**src/rtl/cassette_port.sv**
```systemverilog
// Cassette/sound I/O port: one Z80 port driving a 1-bit sigma-delta DAC, the
// motor relay and the 32-column mode, and flagging rising edges on cas_in.
module cassette_port #(
  parameter logic [7:0]  PORT_ADDR   = 8'hFF,
  parameter int unsigned SYNC_STAGES = 2      // must be >= 2
) (
  input  logic       clock,
  input  logic       reset,
  input  logic       cpu_iorq_n,
  input  logic       cpu_rd_n,
  input  logic       cpu_wr_n,
  input  logic       cpu_m1_n,
  input  logic [7:0] cpu_addr,
  input  logic [7:0] cpu_dout,
  output logic [7:0] port_dout,
  output logic       port_cs_n,
  input  logic       cas_in,
  output logic       audio_out,
  output logic       motor_on,
  output logic       mode32
);

  localparam int unsigned PCM_W = 8;
  localparam int unsigned ACC_W = PCM_W + 1;

  logic                   io_sel;
  logic                   wr_act;
  logic                   wr_idle_q;
  logic                   wr_strobe;
  logic [1:0]             level;
  logic [PCM_W-1:0]       pcm;
  logic [ACC_W-1:0]       acc;
  logic [ACC_W-1:0]       acc_sum;
  logic [SYNC_STAGES-1:0] sync_q;
  logic                   cas_rise;
  logic                   cas_flag;
  logic                   unused_ok;

  // Acknowledge cycles (M1 low) never select the port.
  assign io_sel = !cpu_iorq_n && cpu_m1_n && (cpu_addr == PORT_ADDR);
  assign wr_act = io_sel && !cpu_wr_n;

  // wr_idle_q remembers that wr_act was low last clock; it resets to 0 so a
  // write already in flight when reset releases is not seen as a new edge.
  assign wr_strobe = wr_act && wr_idle_q;

  assign cas_rise = sync_q[SYNC_STAGES-2] && !sync_q[SYNC_STAGES-1];

  assign port_cs_n = !(io_sel && !cpu_rd_n);
  assign port_dout = {cas_flag, mode32, 6'b000000};

  always_comb begin
    pcm = 8'h80;
    unique case (level)
      2'b01:   pcm = 8'hE0;
      2'b10:   pcm = 8'h20;
      default: pcm = 8'h80;
    endcase
  end

  // acc[8] holds the registered carry, which is the PDM output itself.
  assign acc_sum   = {1'b0, acc[PCM_W-1:0]} + {1'b0, pcm};
  assign audio_out = acc[ACC_W-1];

  always_ff @(posedge clock) begin
    if (reset) begin
      wr_idle_q <= 1'b0;
      level     <= 2'b00;
      motor_on  <= 1'b0;
      mode32    <= 1'b0;
      cas_flag  <= 1'b0;
      acc       <= '0;
      sync_q    <= '0;
    end else begin
      wr_idle_q <= !wr_act;
      acc       <= acc_sum;
      sync_q    <= {sync_q[SYNC_STAGES-2:0], cas_in};
      if (wr_strobe) begin
        level    <= cpu_dout[1:0];
        motor_on <= cpu_dout[2];
        mode32   <= cpu_dout[3];
      end
      // Set beats clear when an edge and a write land on the same clock.
      if (cas_rise && motor_on)
        cas_flag <= 1'b1;
      else if (wr_strobe)
        cas_flag <= 1'b0;
    end
  end

  assign unused_ok = ^cpu_dout[7:4];

endmodule

```
**config.mk**
```make
export PLATFORM = sky130hd
export DESIGN_NAME = cassette_port
export DESIGN_NICKNAME = d
export VERILOG_FILES = /design/src/rtl/cassette_port.sv
export SDC_FILE = /design/constraint.sdc
export NUM_CORES = 1
export LEC_CHECK = 0
export BUFFER_PORTS_ARGS = -buffer_cell sky130_fd_sc_hd__buf_2
export CORE_UTILIZATION = 46
export DETAILED_ROUTE_END_ITERATION = 16
export GPL_TIMING_DRIVEN = 0
export MAX_ROUTING_LAYER = met4
export PLACE_DENSITY = 0.89
export SLEW_MARGIN = 40
export SYNTH_ARGS = -nofsm -noshare
export SYNTH_HDL_FRONTEND = slang
export SYNTH_SLANG_ARGS = --single-unit
```
**constraint.sdc**
```tcl
create_clock -name clock -period 3 [get_ports clock]
set_input_delay 0.6 -clock clock [delete_from_list [all_inputs] [get_ports clock]]
set_output_delay 0.6 -clock clock [all_outputs]
set_load 0.02 [all_outputs]
```
==> out/results.ini <==
[run_status]
run_status=complete, no violations

[placed_design]
dp.final_hpwl_um=935
detailed_place.area_um2=816
gp_congestion=0.716
cell_count_post_placement=109
port_buffers=24

[setup_path]
path_class=input port to output port
critical_path.reg2reg.startpoint=level[0]
end_kind=output port
critPathArrivalTime_ns=1.41
critical_path.startpoint_type=input port
rr_endpoint=acc[7]
cp_data_required_time_ns=2.40
r2r.worst_path.cells=7
critical_path_peak_fanout=3
worst-r2r-setup-slack_ns=1.34

[clocking]
ctsRootBufferMaster=clkbuf_4
clockBufferDepth=2
post_cts.repair.setup_buffers=0
postCtsHoldBufs=0
clk_pin_slew_worst_paths_ns=0.06
cts_tree=done
clock_latency_ns=0.27
clock-sinks=12
cts_htree_levels=1
cts_buffers=3
postCtsResizedCells=0

[power]
power.combinational.fraction_pct=14.4
pwr_density_cell_mw_per_mm2=361
sw_pwr_mw=0.0716
power.switching_fraction_pct=23.7
static-leakage-power_nw=0.436
power_frac_clock_pct=31.4
seq_power_share_pct=54.2
total_power_mw=0.302
internal-power_mw=0.231
vdd.ir_drop.worst_uv=204

[layout]
total_non_filler_cell_area_in_the_finished_layout_um2=838
antenna_cells=0
syn2layout_area_growth_pct=27.4
drive_above_1_share_pct=39.2
fillCellCount=128
post-route-util_pct=63.6
nets=128
seq_area_um2=240
finish.cell_count_without_fillers=112
multiInputGateArea_um2=354

[yosys]
syn_area_um2=658
synth_top_cells_by_count=dfxtp_1, nand2b_1, buf_4, ha_1, inv_1
most_used_dff_post_synth=dfxtp_1
postSynthAreaPerCell_um2=10.1
ys_top_cells_by_area=dfxtp_1, ha_1, nand2b_1
synth_seq_area_share_pct=36.5
post-synth-top-count-cell=dfxtp_1
netlist-cell-type-count=21
number_of_flip_flops_and_latches_in_the_synthesized_netlist=12
syn-instance-count=65
synth.largest_area_cell=dfxtp_1
post-synth-top-area-fraction_pct=36.5
yosys_warnings=0
synth-edff-count=0
proportion_of_register_bits_with_asynchronous_set_or_reset_after_synthesis_pct=0

[worst_hold_path]
hp-class=register to register
min_path_cells=1
worstHoldStart=sync_q[0]
worstHoldEndpoint=sync_q[1]

[timing]
timing.final.setup_violations=0
min_period_ns=2.01
slew_violations=0
finClkSkew_ns=0.00494
unrepaired_setup_endpoints_after_global_routing=no
timing.setup.tns_ns=0
timing.final.hold_violations=0
clock.fmax_mhz=497
post-route-period-util_pct=67.1

[drt]
drtPass1Iterations=2
dr_total_vias=518
avgRoutedWirePerCell_um=9.91
drt_first_iter_violations=5
post_route_drc_violation_count=0
postRouteAntennaNets=0
routed_wirelength_um=1110
vias_per_cell=4.63

[floorplanning]
floorplan.initialDensity_pct=50.0
die_area_mm2=0.00159
die_w_um=39.8
die_h_um=39.8
num_rows=13
core_region_area_mm2=0.00132
top_level_ports=35

[grt]
grt_antenna_before_repair=0
number_of_global_route_vias_before_repair=418
grt_start_max_net_pins=11
globalRouteOverflowTotal=0
grt_util_all_layers_pct=16.5
grt_first_pass_wirelength_um=1640

[flow_run]
max-cap-violations=0

[metrics by stage]
step / hold WS, ns / setup WS [ns]
after global placement: 0.450 / 1.01
after CTS: 0.474 / 0.988
after global routing: 0.499 / 0.916
final: 0.470 / 0.987
after floorplan: 0.438 / 1.21
after detailed placement: 0.462 / 0.993
[routing by layer]
metal / global-route usage [%] / share of wire (%) / up-vias
met5: - / 0 / -
met4: 7.76 / 1.6 / 0
met3: 3.41 / 8.8 / 3
met2: 29.5 / 49 / 29
met1: 16.9 / 41 / 223
li1: - / - / 263
[power groups by stage]
stage	sequential (mW)	clock (mW)	combinational, mW
final	0.164	0.0950	0.0435
after global routing	0.164	0.107	0.0483
after CTS	0.164	0.0999	0.0435
after detailed placement	0.168	0	0.0434
after global placement	0.167	0	0.0418
after floorplan	0.168	0	0.0257
[worst max-delay path by stage]
stage                           from        end  slack (ns)  depth (start not counted)
after floorplan           cpu_iorq_n  port_cs_n        1.21                          3
after global placement    cpu_iorq_n  port_cs_n        1.01                          5
after detailed placement  cpu_iorq_n  port_cs_n        0.99                          5
after CTS                 cpu_iorq_n  port_cs_n        0.99                          5
after global routing      cpu_iorq_n  port_cs_n        0.92                          5
final                     cpu_iorq_n  port_cs_n        0.99                          5
[critical path, stage by stage]
cell	delay [ns]
buf_2	0.10
nand4b_4	0.19
nor3_1	0.29
nand2b_1	0.08
buf_2	0.16
[logic make-up after synthesis]
kind of cell    Yosys count  share of synthesized area, %
flops                    12                          36.5
xor+xnor                  1                          1.33
fa+ha+maj                 6                          12.5
other cells               1                         0.570
compound gates            5                          4.75
mux                       4                          6.08
simple gates             22                          25.7
buf+inv                  14                          12.5
[placed cells by master, fill, tap and decap left out]
cell type / synthesis / final
buf_2: 0 / 24
dfxtp_1: 12 / 12
nand2b_1: 10 / 10
buf_4: 8 / 8
conb_1: 1 / 6
inv_1: 5 / 5
ha_1: 5 / 5
mux2i_1: 4 / 4
nor2b_1: 4 / 4
a21oi_1: 3 / 3
clkbuf_4: 0 / 3
nor2_1: 2 / 2
nand4b_4: 1 / 1
nand2_1: 1 / 1
nand4_2: 1 / 1
nor3_1: 1 / 1
clkbuf_1: 1 / 1
nor4_4: 1 / 1
a21o_1: 1 / 1
o41ai_1: 1 / 1
nand3b_1: 1 / 1
xnor2_1: 1 / 1
fa_1: 1 / 1
[layout make-up]
class	instances	area share, %
multi-input combinational	44	42.2
buffer	9	7.61
sequential	12	28.7
timing repair buffer	24	14.3
inverter	5	2.24
clock buffer	3	2.69
tap	15	2.24
[state kept, by name, indices dropped and copies added, names as in the netlist]
register	flops
acc	4
cas_flag	1
level	2
mode32	1
motor_on	1
sync_q	2
wr_idle_q	1
(Power assumes the default switching activity.)
